[src/rtl/thermometer_codec_top.sv]
// ---------------------------------------------------------------------------
// thermometer_codec_top
//   Round-trip binary <-> thermometer codec used for board bring-up.
//   The K-bit switch value is encoded into a W-bit thermometer word
//   (registered and exported), then decoded back to K bits. sel chooses
//   whether the LEDs show the decoded round trip or the raw switch value;
//   both paths have the same 2-cycle latency so toggling sel never skews data.
//
// Ports
//   clk    in   1  rising-edge clock
//   rst_n  in   1  asynchronous active-low reset (clears every register)
//   sw     in   K  binary input value
//   sel    in   1  1 = LEDs show decoded round trip, 0 = delayed sw
//   therm  out  W  registered thermometer code of sw
//   led    out  K  registered output value
// ---------------------------------------------------------------------------
module thermometer_codec_top #(
    parameter int K = 7,
    parameter int W = 2**K - 1
) (
    input  logic         clk,
    input  logic         rst_n,
    input  logic [K-1:0] sw,
    input  logic         sel,
    output logic [W-1:0] therm,
    output logic [K-1:0] led
);

    // The decoder relies on W = 2**K-1 so that highest-index+1 fits in K bits.
    generate
        if (W != 2**K - 1) begin : g_bad_width
            $error("thermometer_codec_top: W (%0d) must equal 2**K-1 (%0d)", W, 2**K - 1);
        end
    endgenerate

    // Bit i is set when i < v; comparison stays 4-state so X on sw propagates.
    function automatic logic [W-1:0] therm_enc(input logic [K-1:0] v);
        logic [W-1:0] t;
        for (int i = 0; i < W; i++) begin
            t[i] = (K'(i) < v);
        end
        return t;
    endfunction

    // Highest set bit index plus one; bubbles are ignored below the top bit.
    function automatic logic [K-1:0] therm_dec(input logic [W-1:0] t);
        logic [K-1:0] r;
        r = '0;
        for (int i = 0; i < W; i++) begin
            if (t[i]) begin
                r = K'(i + 1);
            end
        end
        return r;
    endfunction

    logic [W-1:0] therm_p1;
    logic [K-1:0] sw_p1;
    logic [K-1:0] led_p2;

    // ---- stage 1: encode, delay raw switch value alongside ----
    always_ff @(posedge clk or negedge rst_n) begin
        if (!rst_n) begin
            therm_p1 <= '0;
            sw_p1    <= '0;
        end else begin
            therm_p1 <= therm_enc(sw);
            sw_p1    <= sw;
        end
    end

    // ---- stage 2: decode or pass delayed switch, sel sampled here only ----
    always_ff @(posedge clk or negedge rst_n) begin
        if (!rst_n) begin
            led_p2 <= '0;
        end else begin
            led_p2 <= sel ? therm_dec(therm_p1) : sw_p1;
        end
    end

    assign therm = therm_p1;
    assign led   = led_p2;

endmodule

[config.mk]
export PLATFORM = sky130hd
export DESIGN_NAME = thermometer_codec_top
export DESIGN_NICKNAME = d
export VERILOG_FILES = /design/src/rtl/thermometer_codec_top.sv
export SDC_FILE = /design/constraint.sdc
export NUM_CORES = 1
export LEC_CHECK = 0
export ABC_AREA = 1
export ABC_CLOCK_PERIOD_IN_PS = 5900
export CELL_PAD_IN_SITES_DETAIL_PLACEMENT = 1
export CELL_PAD_IN_SITES_GLOBAL_PLACEMENT = 1
export CORE_MARGIN = 8
export CORE_UTILIZATION = 33
export CTS_CLUSTER_DIAMETER = 200
export DETAILED_ROUTE_END_ITERATION = 8
export GPL_ROUTABILITY_DRIVEN = 0
export PLACE_DENSITY = 0.83
export SETUP_SLACK_MARGIN = 0.2
export SYNTH_ARGS = -nofsm -noshare
export SYNTH_HDL_FRONTEND = slang
export SYNTH_SLANG_ARGS = --single-unit
[constraint.sdc]
create_clock -name clk -period 5.9 [get_ports clk]
set_input_delay 1.475 -clock clk [delete_from_list [all_inputs] [get_ports clk]]
set_output_delay 1.475 -clock clk [all_outputs]
set_load 0.01 [all_outputs]
==> impl_metrics.py, run 1 <==
metrics = {
    "global_route": {
        "track_usage": 0.190,
        "overflow": 0,
        "grt_max_degree": 101,
        "grt_pass1_vias": 6515,
        "grt_pass1_wl_um": 36000,
        "antenna_found_initial": 0,
    },
    "detailed_routing": {
        "firstDrtPassIters": 5,
        "routed_via_density": 4.66,
        "detail_route.iter0.violations": 338,
        "ant_nets": 0,
        "vias": 6012,
        "drc": 0,
        "routed_wirelength_um": 22800,
        "wl_per_cell_um": 17.7,
    },
    "cts": {
        "cts_resized": 0,
        "clock_sinks": 140,
        "clk_latency_ns": 0.42,
        "cts_tree": "done",
        "numCtsBuffers": 17,
        "cts_buffer_depth": 2,
        "clk_transition_reported_paths_ns": 0.06,
        "htreeDepth": 4,
        "cts_root_buf": "clkbuf_16",
        "cts_hold_buf": 0,
    },
    "finish": {
        "fill_cells": 2369,
        "layout_common_cells": "248 x nand2_1, 148 x inv_1, 142 x clkdlybuf4s50_1",
        "final_common_cell": "nand2_1",
        "num_antenna_cells": 0,
        "drive_above_1_share": 0.0918,
        "area_growth_syn_to_layout_pct": 38.7,
        "fin_nets": 1022,
    },
    "logic_synthesis": {
        "synthCells": 830,
        "netlist.area_leader.share": 0.531,
        "syn_area_per_cell_um2": 7.95,
        "yosys_warnings": 0,
        "synthDistinctLibCells": 23,
        "syn_area_um2": 6600,
        "yosysSeqAreaShare": 0.531,
        "synth_area_leaders": "dfrtp_1 53%, nand2_1 14%, inv_1 8.4%, nor2_1 7.0%, bufinv_8 5.8%",
        "ys_ff_latch": 140,
        "syn_nets": 840,
        "yosysTopAreaCell": "dfrtp_1",
    },
    "power_and_ir_drop": {
        "power_leakage_nw": 4.58,
        "irDropWorstVdd_v": 0.000196,
        "pwr_density_cell_nw_per_um2": 274,
        "power_mw": 2.50,
    },
    "place": {
        "numPortBuffers": 143,
        "hpwl_um": 17300,
    },
    "floorplan": {
        "row_count": 51,
        "core_area_um2": 19500,
        "die_area_um2": 24800,
        "ios": 144,
        "die-height_um": 157,
        "die_width_um": 157,
        "initial_core_util": 0.338,
    },
    "timing": {
        "final-setup-viol-count": 1,
        "period_minus_slack_ns": 6.98,
        "setup_tns_ns": -1.08,
        "max_freq_ghz": 0.143,
        "worstMarginPinSlew_ns": 1.03,
        "hold_violations": 0,
        "rsz0062_at_grt": "yes",
        "final.setup.worst_slack_ns": -1.08,
        "slew_violations": 0,
        "fin_crit_sh": 1.18,
        "clock_skew_ns": 0.00620,
        "slew_headroom": 0.311,
    },
    "worst_hold_path": {
        "min_path_type": "flip-flop to flip-flop",
    },
    "critical_path": {
        "rr_worst_depth": 127,
        "r2r-end": "led[0]",
        "worstPathArrival_ns": 7.33,
        "endpoint": "led[0]",
        "crit-reg2reg-launch": "therm[1]",
        "worstSetupPathType": "flip-flop to flip-flop",
        "end_kind": "flip-flop",
        "crit_top_cell": "nand2_1",
        "crit_fanout": 2,
        "cpPeakStageDelay_ns": 0.38,
        "r2r_slack_ns": -1.08,
        "cp-start-kind": "flip-flop",
        "crit_required_ns": 6.25,
        "critPathLaunch": "therm[1]",
        "crit_path_top_delay_cell": "dfrtp_1",
    },
    "status": {
        "violations": "setup timing",
        "status": "finished with violations",
    },
    "run": {
        "max_cap_violations": 0,
    },
}
==> worst min path at each step <==
| stage | start | to | slack (ns) | depth (start not counted) |
|---|---|---|---|---|
| floorplan | sw_p1[2] | led[2] | 0.45 | 1 |
| global placement | sw_p1[2] | led[2] | 0.47 | 1 |
| detailed placement | sw_p1[2] | led[2] | 0.49 | 1 |
| CTS | sw_p1[2] | led[2] | 0.51 | 1 |
| global route | sw_p1[4] | led[4] | 0.53 | 1 |
| finish | sw_p1[4] | led[4] | 0.50 | 1 |
==> registers in the layout, indices dropped and copies added, names as in the netlist <==
name and cells:
led 7, therm 127, sw_p1 6
==> logic make-up after synthesis <==
| kind of cell | after synthesis | synth area share |
|---|---|---|
| AOI/OAI and AO/OA | 110 | 0.0875 |
| buffers and inverters | 189 | 0.154 |
| DFF | 140 | 0.531 |
| and+or+nand+nor | 391 | 0.227 |
==> critical path, delay by kind of cell (launching register included) <==
family | cells | cell delay (ns)
simple gates | 125 | 6.30
flops | 1 | 0.38
compound gates | 1 | 0.11
buf+inv | 1 | 0.06
==> where the power goes <==
part           internal [mW]  total [mW]  switching, mW
Sequential              1.01        1.06         0.0463
Clock                  0.653        1.04          0.390
Combinational          0.181       0.399          0.217
Total                   1.85        2.50          0.653
==> metrics by stage <==
stage	setup WS [ns]	cell area, um2	hold WS (ns)	util	cells
floorplan	0.0528	6600	0.448	-	830
global placement	-0.775	8550	0.473	0.438	1256
detailed placement	-1.01	8550	0.487	0.438	1256
CTS	-1.14	9140	0.511	0.468	1288
global route	-2.64	9150	0.531	0.468	1289
finish	-1.08	9150	0.503	0.468	1289
==> Yosys cell counts <==
cell      instances
bufinv_8         22
o211ai_1          1
inv_2             4
o22a_1            2
nand3_1          11
o21ai_1           1
a22oi_1           1
a21oi_2           1
a31oi_1           1
o311ai_0          1
o21bai_1          1
nor3_1            4
o21ai_0          42
clkbuf_1         13
clkinv_1          1
nand2_1         248
dfrtp_1         140
a21oi_1          58
inv_1           148
nor4_1            5
nor2_1          123
buf_4             1
o31ai_1           1
==> metal layers <==
layer	vias up	GRT usage	wire [um]
li1	2843	-	-
met1	2972	0.227	9590
met2	165	0.330	11300
met3	32	0.0430	1340
met4	0	0.0684	512
met5	-	0	0
==> area by class of cell <==
cell class	count	area, um2	area share
Sequential cell	140	3500	0.383
Multi-Input combinational cell	501	2080	0.228
Timing Repair Buffer	177	1690	0.185
Inverter	175	960	0.105
Clock buffer	25	526	0.0574
Tap cell	265	332	0.0362
Clock inverter	6	57.6	0.00629
==> timing repair <==
| action | 4_1_cts | 5_1_grt |
|---|---|---|
| setup buffers | 1 | 1 |
| setup endpoints to repair | 1 | 1 |
| pin swaps | 0 | 2 |
Power figures use the tool's default switching activity.
==> run 2: changes to the inputs <==
==> constraint.sdc (replaced) <==
create_clock -name clk -period 5.9 [get_ports clk]
set_input_delay 1.18 -clock clk [delete_from_list [all_inputs] [get_ports clk]]
set_output_delay 1.18 -clock clk [all_outputs]
set_load 0.01 [all_outputs]
==> run 2 against run 1 <==
  * The flow still finishes with violations (setup timing)
  * Sequential share of layout area down 0.058 points
  * Combinational power hardly changed
  * Clock power grew 5%
  * Sequential power about the same
  * Setup slack worse by 0.16 ns
  * Die area unchanged
  * Non-clock buffer count is 1 lower
  * Register-to-register slack got worse by 0.16 ns
  * Wire length up 1.5%
  * Critical path type unchanged
==> impl_metrics.py, run 2 (synthesis gave the netlist of run 1 again) <==
metrics = {
    "status": {
        "status": "finished with violations",
        "violations": "setup timing",
    },
    "global_route": {
        "grt_max_degree": 102,
        "grt_pass1_wl_um": 36000,
        "antenna_found_initial": 0,
        "use_met2": 0.328,
        "track_usage": 0.192,
        "use_met3": 0.0611,
        "overflow": 0,
        "grt-busiest-layer": "met2",
        "use_met1": 0.224,
        "grt_pass1_vias": 6437,
    },
    "place": {
        "hpwl_um": 17400,
        "placed_cells": 1256,
        "dpl_worst_slack_ns": -1.16,
        "numPortBuffers": 143,
    },
    "critical_path": {
        "cpPeakStageDelay_ns": 0.39,
        "r2r_slack_ns": -1.23,
        "r2r-end": "led[0]",
        "crit_top_cell": "nand2_1",
        "end_kind": "flip-flop",
        "worstSetupPathType": "flip-flop to flip-flop",
        "crit_path_top_delay_cell": "dfrtp_1",
        "worstPathArrival_ns": 7.49,
        "cp-start-kind": "flip-flop",
        "critical_path_buf_inv_count": 1,
        "crit_required_ns": 6.26,
        "cpLargestDelayFamily": "simple AND/OR/NAND/NOR gates",
        "crit_fanout": 2,
        "rr_worst_depth": 127,
        "crit-reg2reg-launch": "therm[1]",
    },
    "finish": {
        "layout_common_cells": "245 x nand2_1, 147 x inv_1, 142 x clkdlybuf4s50_1",
        "largest_reg_flops": 127,
        "final_cells": 1287,
        "area_growth_syn_to_layout_pct": 38.9,
        "fin_nets": 1021,
        "num_antenna_cells": 0,
        "fill_cells": 2396,
        "drive_above_1_share": 0.0949,
        "final_common_cell": "nand2_1",
    },
    "timing": {
        "worstMarginPinSlew_ns": 1.07,
        "slew_violations": 0,
        "timing.hold.ws_ns": 0.503,
        "period_minus_slack_ns": 7.13,
        "slew_headroom": 0.287,
        "final-setup-viol-count": 1,
        "clock_skew_ns": 0.00884,
        "final.setup.worst_slack_ns": -1.23,
        "max_freq_ghz": 0.140,
        "setup_tns_ns": -1.23,
        "hold_violations": 0,
        "rsz0062_at_grt": "yes",
        "fin_crit_sh": 1.21,
    },
    "detailed_routing": {
        "wl_per_cell_um": 18.0,
        "routed_wirelength_um": 23100,
        "ant_nets": 0,
        "detail_route.iter0.violations": 308,
        "firstDrtPassIters": 5,
        "drc": 0,
        "vias": 5992,
        "routed_via_density": 4.66,
    },
    "cts": {
        "cts_root_buf": "clkbuf_16",
        "htreeDepth": 4,
        "clk_transition_reported_paths_ns": 0.06,
        "cts_tree": "done",
        "numCtsBuffers": 17,
        "cts_hold_buf": 0,
        "clk_latency_ns": 0.43,
        "cts_buffer_depth": 2,
        "clock_sinks": 140,
    },
    "worst_hold_path": {
        "min_path_type": "flip-flop to flip-flop",
        "hold_depth": 2,
        "worstHoldStart": "sw_p1[5]",
        "holdPathEnd": "led[5]",
    },
    "run": {
        "max_cap_violations": 0,
    },
    "floorplan": {
        "die_area_um2": 24800,
        "die-height_um": 157,
        "core_area_um2": 19500,
        "row_count": 51,
        "initial_core_util": 0.338,
        "ios": 144,
        "die_width_um": 157,
    },
    "power_and_ir_drop": {
        "power_leakage_nw": 4.57,
        "power_mw": 2.55,
        "pwr_density_cell_nw_per_um2": 278,
        "irDropWorstVdd_v": 0.000211,
    },
}
[run 2: changes by cell type in the layout (fill, tap and decap cells not counted), moves of 2 or more]
cell / before / now
clkbuf_8: 7 / 2
clkinvlp_4: 1 / 4
nand2_1: 248 / 245
nand2_2: 0 / 3
bufinv_16: 1 / 3
[run 2: per-stage QoR]
| step | area, um2 | util |
|---|---|---|
| final | 9160 | 0.469 |
| after global routing | 9160 | 0.469 |
| after CTS | 9160 | 0.469 |
| after detailed placement | 8550 | 0.438 |
| after global placement | 8550 | 0.438 |
| after floorplan | 6600 | - |
[run 2: area by class of cell]
class / count / area, um2 / share of cell area
clock buffer: 19 / 453 / 0.0494
timing repair buffer: 176 / 1680 / 0.183
sequential: 140 / 3500 / 0.382
inverter: 175 / 960 / 0.105
multi-input combinational: 501 / 2090 / 0.228
clock inverter: 11 / 144 / 0.0157
tap: 265 / 332 / 0.0362
[run 2: timing repair]
action / CTS / global route
buffers inserted: 1 / 0
pin swaps: 0 / 2
endpoints found under the setup margin: 1 / 1
hold endpoints to repair: 0 / 0
resized for setup: 1 / 3
[run 2: metal layers]
metal  part of all wire  routed length [um]
met2               0.50               11500
met1               0.41                9560
met3              0.066                1520
met4              0.021                 477
met5                  0                   0
[run 2: worst max path at each step]
stage	cells after the start	slack [ns]	to	start
floorplan	127	0.05	led[0]	therm[1]
global placement	127	-0.80	led[0]	therm[1]
finish	127	-1.23	led[0]	therm[1]
CTS	127	-1.35	led[0]	therm[1]
detailed placement	127	-1.16	led[0]	therm[1]
global route	127	-2.61	led[0]	therm[1]
[run 2: worst min-delay path, cell delays in order, from the launching register on]
cell and delay, ns:
dfrtp_1 0.32, nor2_1 0.04, a21oi_1 0.10
[run 2: power breakdown]
part	internal, mW	switching (mW)
clock network	0.680	0.406
registers	1.01	0.0472
logic	0.182	0.219
total	1.88	0.672
